--- config.mk ---
export PLATFORM = sky130hd
export DESIGN_NAME = mul_seq
export DESIGN_NICKNAME = d
export VERILOG_FILES = /design/src/rtl/mul_seq_pkg.sv /design/src/rtl/adder16.sv /design/src/rtl/mul_seq.sv
export SDC_FILE = /design/constraint.sdc
export NUM_CORES = 1
export LEC_CHECK = 0
export ABC_AREA = 1
export ABC_CLOCK_PERIOD_IN_PS = 7700
export CORE_MARGIN = 2
export CORE_UTILIZATION = 35
export CTS_BUF_LIST = sky130_fd_sc_hd__clkbuf_4 sky130_fd_sc_hd__clkbuf_8
export CTS_CLUSTER_DIAMETER = 150
export DETAILED_ROUTE_END_ITERATION = 10
export DONT_BUFFER_PORTS = 1
export SYNTH_ARGS = -nofsm -noshare
export SYNTH_HDL_FRONTEND = slang
export SYNTH_SLANG_ARGS = --single-unit
--- constraint.sdc ---
create_clock -name clk -period 7.7 [get_ports clk]
set_clock_uncertainty 0.15 [all_clocks]
set_input_delay 1.155 -clock clk [delete_from_list [all_inputs] [get_ports clk]]
set_output_delay 1.155 -clock clk [all_outputs]
set_load 0.05 [all_outputs]
--- src/rtl/mul_seq_pkg.sv ---
// -----------------------------------------------------------------------------
// mul_seq_pkg
//   Shared definitions for the execute-stage arithmetic blocks:
//   - adder16 mode encodings (ADD, SUB, PADDSB, RED)
//   - mul_seq sequencer state encodings (3-bit)
//   - small helper used by the packed-byte adder mode
// -----------------------------------------------------------------------------
package mul_seq_pkg;

  localparam int unsigned DATA_W = 16;
  localparam int unsigned CNT_W  = 4;

  // Iteration index of the final shift-and-add step (16 iterations, 0..15).
  localparam logic [CNT_W-1:0] LAST_ITER = 4'd15;

  typedef enum logic [1:0] {
    MODE_ADD    = 2'b00,  // signed add, saturating
    MODE_SUB    = 2'b01,  // signed subtract, saturating
    MODE_PADDSB = 2'b10,  // two independent signed byte adds, saturating
    MODE_RED    = 2'b11   // plain wrap-around add, cout is the true carry
  } adder_mode_e;

  typedef enum logic [2:0] {
    ST_IDLE   = 3'd0,
    ST_ABS_A  = 3'd1,
    ST_ABS_B  = 3'd2,
    ST_LOOP   = 3'd3,
    ST_NEG_LO = 3'd4,
    ST_NEG_HI = 3'd5,
    ST_DONE   = 3'd6
  } mul_state_e;

  // Signed 8-bit saturating add; returns {overflow, sum}.
  function automatic logic [8:0] add8_sat(input logic [7:0] x, input logic [7:0] y);
    logic [7:0] s;
    logic       o;
    s = x + y;
    o = (x[7] == y[7]) && (s[7] != x[7]);
    return {o, (o ? (x[7] ? 8'h80 : 8'h7F) : s)};
  endfunction

endpackage

--- src/rtl/adder16.sv ---
// -----------------------------------------------------------------------------
// adder16
//   Purely combinational 16-bit adder shared by execute-stage sequencers.
//   Ports:
//     a, b  : operands
//     mode  : adder_mode_e (ADD / SUB / PADDSB saturate, RED wraps)
//     sum   : result
//     cout  : carry out of bit 15 of the full-width add (true carry in RED)
//     ov    : signed overflow (either byte in PADDSB)
// -----------------------------------------------------------------------------
module adder16
  import mul_seq_pkg::*;
(
  input  logic [15:0] a,
  input  logic [15:0] b,
  input  adder_mode_e mode,
  output logic [15:0] sum,
  output logic        cout,
  output logic        ov
);

  logic [15:0] b_eff;
  logic        cin;
  logic [16:0] full;
  logic [15:0] raw;
  logic        sov;
  logic [8:0]  byte_lo;
  logic [8:0]  byte_hi;

  // SUB reuses the adder as a + ~b + 1.
  assign b_eff = (mode == MODE_SUB) ? ~b : b;
  assign cin   = (mode == MODE_SUB);
  assign full  = {1'b0, a} + {1'b0, b_eff} + {16'b0, cin};
  assign raw   = full[15:0];
  assign sov   = (a[15] == b_eff[15]) && (raw[15] != a[15]);

  assign byte_lo = add8_sat(a[7:0],  b[7:0]);
  assign byte_hi = add8_sat(a[15:8], b[15:8]);

  // NOTE: every output gets a default before the case so no path leaves it
  // unassigned; an incomplete assignment in always_comb would infer a latch.
  always_comb begin
    sum  = raw;
    cout = full[16];
    ov   = sov;
    case (mode)
      MODE_ADD, MODE_SUB: begin
        if (sov) sum = a[15] ? 16'h8000 : 16'h7FFF;
      end
      MODE_PADDSB: begin
        sum = {byte_hi[7:0], byte_lo[7:0]};
        ov  = byte_hi[8] | byte_lo[8];
      end
      default: begin
        sum = raw;
      end
    endcase
  end

endmodule

--- src/rtl/mul_seq.sv ---
// -----------------------------------------------------------------------------
// mul_seq
//   Multi-cycle 16x16 -> 32 shift-and-add multiplier that time-shares a single
//   adder16 (always in RED mode). Signed operands are handled by taking
//   magnitudes first (ABS_A/ABS_B) and negating the 32-bit result at the end
//   (NEG_LO/NEG_HI) when the operand signs differ.
//   Latency from the accepting edge: 17 cycles unsigned, 21 cycles signed.
//
//   Parameters:
//     SIGNED_EN : 0 forces every operation to unsigned (sgn ignored)
//   Ports:
//     clk, rst_n : clock, synchronous active-low reset
//     start      : request, accepted only in IDLE
//     sgn        : 1 = two's-complement operands (sampled with start)
//     a, b       : multiplicand / multiplier (sampled with start)
//     busy       : high in every state except IDLE
//     done       : one-cycle pulse, product valid from this cycle on
//     product    : 32-bit result, held until the next accepted start
// -----------------------------------------------------------------------------
module mul_seq
  import mul_seq_pkg::*;
#(
  parameter bit SIGNED_EN = 1'b1
) (
  input  logic        clk,
  input  logic        rst_n,
  input  logic        start,
  input  logic        sgn,
  input  logic [15:0] a,
  input  logic [15:0] b,
  output logic        busy,
  output logic        done,
  output logic [31:0] product
);

  mul_state_e       state, state_nxt;
  logic [15:0]      mcand, mcand_nxt;
  logic [15:0]      hi, hi_nxt;
  logic [15:0]      lo, lo_nxt;
  logic [CNT_W-1:0] cnt, cnt_nxt;
  logic             neg, neg_nxt;
  logic             signed_op, signed_op_nxt;
  logic             carry, carry_nxt;
  logic             done_nxt;
  logic [31:0]      product_nxt;

  logic [15:0]      add_a, add_b, add_sum;
  logic             add_cout;
  logic             adder_ov_unused;
  logic             sgn_eff;

  assign sgn_eff = SIGNED_EN & sgn;

  adder16 u_adder (
    .a    (add_a),
    .b    (add_b),
    .mode (MODE_RED),
    .sum  (add_sum),
    .cout (add_cout),
    .ov   (adder_ov_unused)
  );

  // Operand muxes in front of the shared adder. Two's-complement negation is
  // ~x + 1; the high half of the 32-bit negate adds the low half's carry.
  always_comb begin
    add_a = 16'h0000;
    add_b = 16'h0000;
    case (state)
      ST_ABS_A: begin
        add_a = ~mcand;
        add_b = 16'h0001;
      end
      ST_ABS_B, ST_NEG_LO: begin
        add_a = ~lo;
        add_b = 16'h0001;
      end
      ST_LOOP: begin
        add_a = hi;
        add_b = lo[0] ? mcand : 16'h0000;
      end
      ST_NEG_HI: begin
        add_a = ~hi;
        add_b = {15'b0, carry};
      end
      default: begin
        add_a = 16'h0000;
        add_b = 16'h0000;
      end
    endcase
  end

  // Next-state and datapath update.
  always_comb begin
    state_nxt     = state;
    mcand_nxt     = mcand;
    hi_nxt        = hi;
    lo_nxt        = lo;
    cnt_nxt       = cnt;
    neg_nxt       = neg;
    signed_op_nxt = signed_op;
    carry_nxt     = carry;
    done_nxt      = 1'b0;
    product_nxt   = product;

    case (state)
      ST_IDLE: begin
        if (start) begin
          mcand_nxt     = a;
          lo_nxt        = b;
          hi_nxt        = 16'h0000;
          cnt_nxt       = '0;
          neg_nxt       = sgn_eff & (a[15] ^ b[15]);
          signed_op_nxt = sgn_eff;
          carry_nxt     = 1'b0;
          state_nxt     = sgn_eff ? ST_ABS_A : ST_LOOP;
        end
      end

      ST_ABS_A: begin
        if (mcand[15]) mcand_nxt = add_sum;
        state_nxt = ST_ABS_B;
      end

      ST_ABS_B: begin
        if (lo[15]) lo_nxt = add_sum;
        state_nxt = ST_LOOP;
      end

      ST_LOOP: begin
        // The carry re-enters at the top of hi as the pair shifts right, so
        // the 17-bit partial sum is never truncated.
        hi_nxt  = {add_cout, add_sum[15:1]};
        lo_nxt  = {add_sum[0], lo[15:1]};
        cnt_nxt = cnt + 4'd1;
        if (cnt == LAST_ITER) begin
          if (signed_op) begin
            state_nxt = ST_NEG_LO;
          end else begin
            // Load the result on the edge entering DONE so product and done
            // are both registered and valid during the DONE cycle.
            state_nxt   = ST_DONE;
            done_nxt    = 1'b1;
            product_nxt = {add_cout, add_sum[15:1], add_sum[0], lo[15:1]};
          end
        end
      end

      ST_NEG_LO: begin
        if (neg) begin
          lo_nxt    = add_sum;
          carry_nxt = add_cout;
        end else begin
          carry_nxt = 1'b0;
        end
        state_nxt = ST_NEG_HI;
      end

      ST_NEG_HI: begin
        if (neg) hi_nxt = add_sum;
        state_nxt   = ST_DONE;
        done_nxt    = 1'b1;
        product_nxt = {(neg ? add_sum : hi), lo};
      end

      ST_DONE: begin
        state_nxt = ST_IDLE;
      end

      default: begin
        state_nxt = ST_IDLE;
      end
    endcase
  end

  // NOTE: state registers use non-blocking assignments so every flop samples
  // the pre-edge values regardless of statement order.
  // NOTE: the datapath registers are reset too, not just the state, because
  // product must read 0 after reset and stale operands must not survive.
  always_ff @(posedge clk) begin
    if (!rst_n) begin
      state     <= ST_IDLE;
      mcand     <= 16'h0000;
      hi        <= 16'h0000;
      lo        <= 16'h0000;
      cnt       <= '0;
      neg       <= 1'b0;
      signed_op <= 1'b0;
      carry     <= 1'b0;
      done      <= 1'b0;
      product   <= 32'h0000_0000;
    end else begin
      state     <= state_nxt;
      mcand     <= mcand_nxt;
      hi        <= hi_nxt;
      lo        <= lo_nxt;
      cnt       <= cnt_nxt;
      neg       <= neg_nxt;
      signed_op <= signed_op_nxt;
      carry     <= carry_nxt;
      done      <= done_nxt;
      product   <= product_nxt;
    end
  end

  // Decoded from the state register only, so no input-to-output path.
  assign busy = (state != ST_IDLE);

endmodule

==> key figures <==
Cells and area
  • Fillers: 1,807
  • Layout cells sized above 1: 6.83%
  • Commonest non-fill, non-tap cell in the layout: nand2_1
  • Area grow syn2layout: 3.72%
  • Layout net count: 927
  • Inserted Diodes: 0
  • Most frequent cells in the layout: nand2_1 (274), dfxtp_1 (91), o21ai_0 (83)

Clock tree
  • TritonCTS clock tree: yes
  • CTS Hold Bufs: 0
  • Clock Path Buffers: 2
  • Clock root cell: clkbuf_8
  • Clock transition at the registers of the reported paths: 0.10 ns
  • H-tree depth: 3
  • Post-CTS setup buffer count: 0
  • Clk_lat worst skew: 0.39 ns
  • CTS buffer count: 9
  • Number of gates resized after cts: 0
  • Clock sink total: 91

Timing
  • Period utilization: 49.2%
  • Slew @ Worst Pin: 1.07 ns
  • Post-route setup TNS: 0 ns
  • Final Critical Period: 3.79 ns
  • Finish-stage setup viols: 0
  • Max Slew Vio Count: 0
  • Slew HR: 28.5%
  • Fin. Hold Viols: 0
  • F_max: 0.264 GHz
  • Worst hold margin: 0.322 ns
  • RSZ-0062 raised after global routing: no

Synth
  • Distinct cells, synth: 44
  • Post-synthesis compound-gate area fraction: 23.5%
  • Asr flop ratio synth: 0%
  • Adder and majority gate portion of the synthesized area: 3.96%
  • Yosys reg bits: 91
  • Post-synth EDFFs: 0
  • Syn Inst Count: 907
  • XOR/XNOR Fraction of Synth Area: 1.49%
  • Post-Synth Simple-Gate Area: 29.9%
  • Mux cell area share after synthesis: 0.170%
  • Seq/Total Area, Yosys: 31.0%
  • Main combinational cell family by area after synthesis: simple AND/OR/NAND/NOR gates
  • Synthesized area per cell: 6.49 um^2
  • Ys flop type: dfxtp_1
  • Synth Warn #: 0
  • Netlist Area Pre-Place: 0.00588 mm^2
  • Syn Nets: 961

Critical path
  • Worst setup SP type: flip-flop
  • CP max stage delay: 0.78 ns
  • CP Cell Sequence: inv_2 > nor2_4 > inv_2 > nor2_2 > inv_1 > o221ai_1 > ha_1 > fa_1 > nand3_1 > nand3_1 > xor2_1 > o21ai_0 > o21ai_0 > a21oi_1 > nor2_1
  • Kind of critical path: flip-flop to flip-flop
  • WP data required: 7.80 ns
  • CP max FO: 33
  • Crit path capture type: flip-flop
  • Crit path arrival time: 3.89 ns
  • Crit-path slowest cell: inv_1

Route
  • Met1 wire length: 8.37 mm
  • Initial DRC Count: 446
  • WL met3: 1.12 mm
  • Total wire length: 18.9 mm
  • Via Count: 5,863
  • WL met2: 8.54 mm
  • Top Layer Used: met4
  • Remaining DRCs: 0
  • First-pass DRT Iterations: 5
  • Routed vias/inst: 5.34
  • Post-DRT Antenna Nets: 0
  • WL per Instance: 17.2 um

Floorplanning
  • IO Pins: 70
  • Core Region: 0.0165 mm^2
  • Die Ht: 134 um
  • Die ar.: 0.0179 mm^2
  • Chip width: 134 um
  • Row count: 47
  • Initial core utilization: 35.6%

Power and ir drop
  • Pleak: 2.62 nW
  • Maximum VDD drop: 0.324 mV
  • Flop pwr share: 30.0%
  • Psw: 1.31 mW
  • Comb pwr share: 56.6%
  • Sw Ratio: 53.9%
  • Power density cells: 398 mW/mm^2
  • Clock Power Share: 13.4%
  • Tot Pwr: 2.43 mW
  • Int Pwr: 1.12 mW

Global routing
  • GRT Total Usage: 21.5%
  • Vias in the first global route: 5,351
  • First-pass GRT wire length: 30.0 mm
  • Largest net degree at the start of global routing: 66
  • Overflow after GRT: 0
  • Initial antenna violation count: 0

Worst hold path
  • Worst hold path class: flip-flop to flip-flop

Job
  • Max Cap Viol: 0

Outcome
  • Status: complete, no violations

Place
  • GPL Wtd Cong: 0.915
  • Port buffer count: 0
  • HPWL after DPL: 13.0 mm
[synth_stat cells, types with 4 or more instances]
master	instances	area (um^2)
o21ai_1	16	80.1
nand2_4	4	45.0
buf_2	7	35.0
buf_4	7	52.6
a21oi_1	62	310
inv_2	12	45.0
buf_6	6	67.6
xor2_1	8	70.1
o21ai_0	83	415
nor2_1	62	233
nor3_1	5	25.0
dfxtp_1	91	1820
o221ai_1	16	140
nor2_2	4	25.0
nor2_4	4	45.0
nand3_1	40	200
inv_1	75	282
a22oi_1	7	52.6
nand2_2	4	25.0
ha_1	17	213
nand2_1	274	1030
or2_2	7	43.8
a31oi_1	42	263
clkbuf_1	24	90.1
[registers in the layout, indices dropped and copies added (netlist names), 3 cells and up]
signal   cells
product     32
hi          16
lo          16
mcand       16
cnt          4
state        3
[power groups by stage]
stage | logic, mW | registers (mW) | clock network (mW)
finish | 1.37 | 0.727 | 0.326
global route | 1.53 | 0.740 | 0.357
CTS | 1.36 | 0.725 | 0.336
detailed placement | 1.35 | 0.736 | 0
global placement | 1.35 | 0.736 | 0
floorplan | 1.07 | 0.675 | 0
[layer usage]
layer  vias up  global-route usage [%]
met5         -                       0
met4         0                    10.0
met3        49                    5.37
met2       183                    33.8
met1      2679                    27.6
li1       2952                       -
[stage by stage]
step | setup slack [ns] | std cells | cell area [um^2] | utilization [%]
floorplan | 4.70 | 907 | 5880 | -
global placement | 4.07 | 1082 | 5920 | 35.8
detailed placement | 3.98 | 1082 | 5920 | 35.8
CTS | 3.96 | 1098 | 6100 | 36.9
global route | 3.60 | 1098 | 6100 | 36.9
finish | 3.91 | 1098 | 6100 | 36.9
[cell families (layout without fill, tap and decap cells)]
| family | after synthesis | in the layout |
|---|---|---|
| and+or+nand+nor | 413 | 413 |
| AOI/OAI and AO/OA | 238 | 238 |
| buffers and inverters | 136 | 107 |
| DFF | 91 | 91 |
| adders and majority gates | 18 | 18 |
| xor gates and xnor gates | 10 | 10 |
| muxes | 1 | 1 |
[critical path: cells and delay by family (launching register included)]
family	cells	cell delay, ns
AO/OA/AOI/OAI	4	0.82
XOR/XNOR	1	0.24
adder cells (fa/ha/maj)	2	0.72
buffers and inverters	3	1.00
flip-flops	1	0.35
AND/OR/NAND/NOR	5	0.38
[path summary, 6_finish.rpt]
check / from / end / slack (ns) / cells after the start
max: state[0]$_SDFFE_PN0P_ / hi[4]$_SDFFE_PN0P_ / 3.91 / 15
min: cnt[3]$_SDFFE_PN0P_ / cnt[3]$_SDFFE_PN0P_ / 0.32 / 2
max reg2reg: state[0]$_SDFFE_PN0P_ / hi[4]$_SDFFE_PN0P_ / 3.91 / 15
min reg2reg: cnt[3]$_SDFFE_PN0P_ / cnt[3]$_SDFFE_PN0P_ / 0.32 / 2
[cell type report]
type                            instances  area [um^2]  share of cell area (%)
Multi-Input combinational cell        680         3470                    56.8
Sequential cell                        91         1820                    29.9
Inverter                               89          337                    5.52
Tap cell                              220          275                    4.51
Clock buffer                           10          138                    2.26
Clock inverter                          6         47.5                   0.779
Timing Repair Buffer                    2         15.0                   0.246
Power figures use the tool's default switching activity.
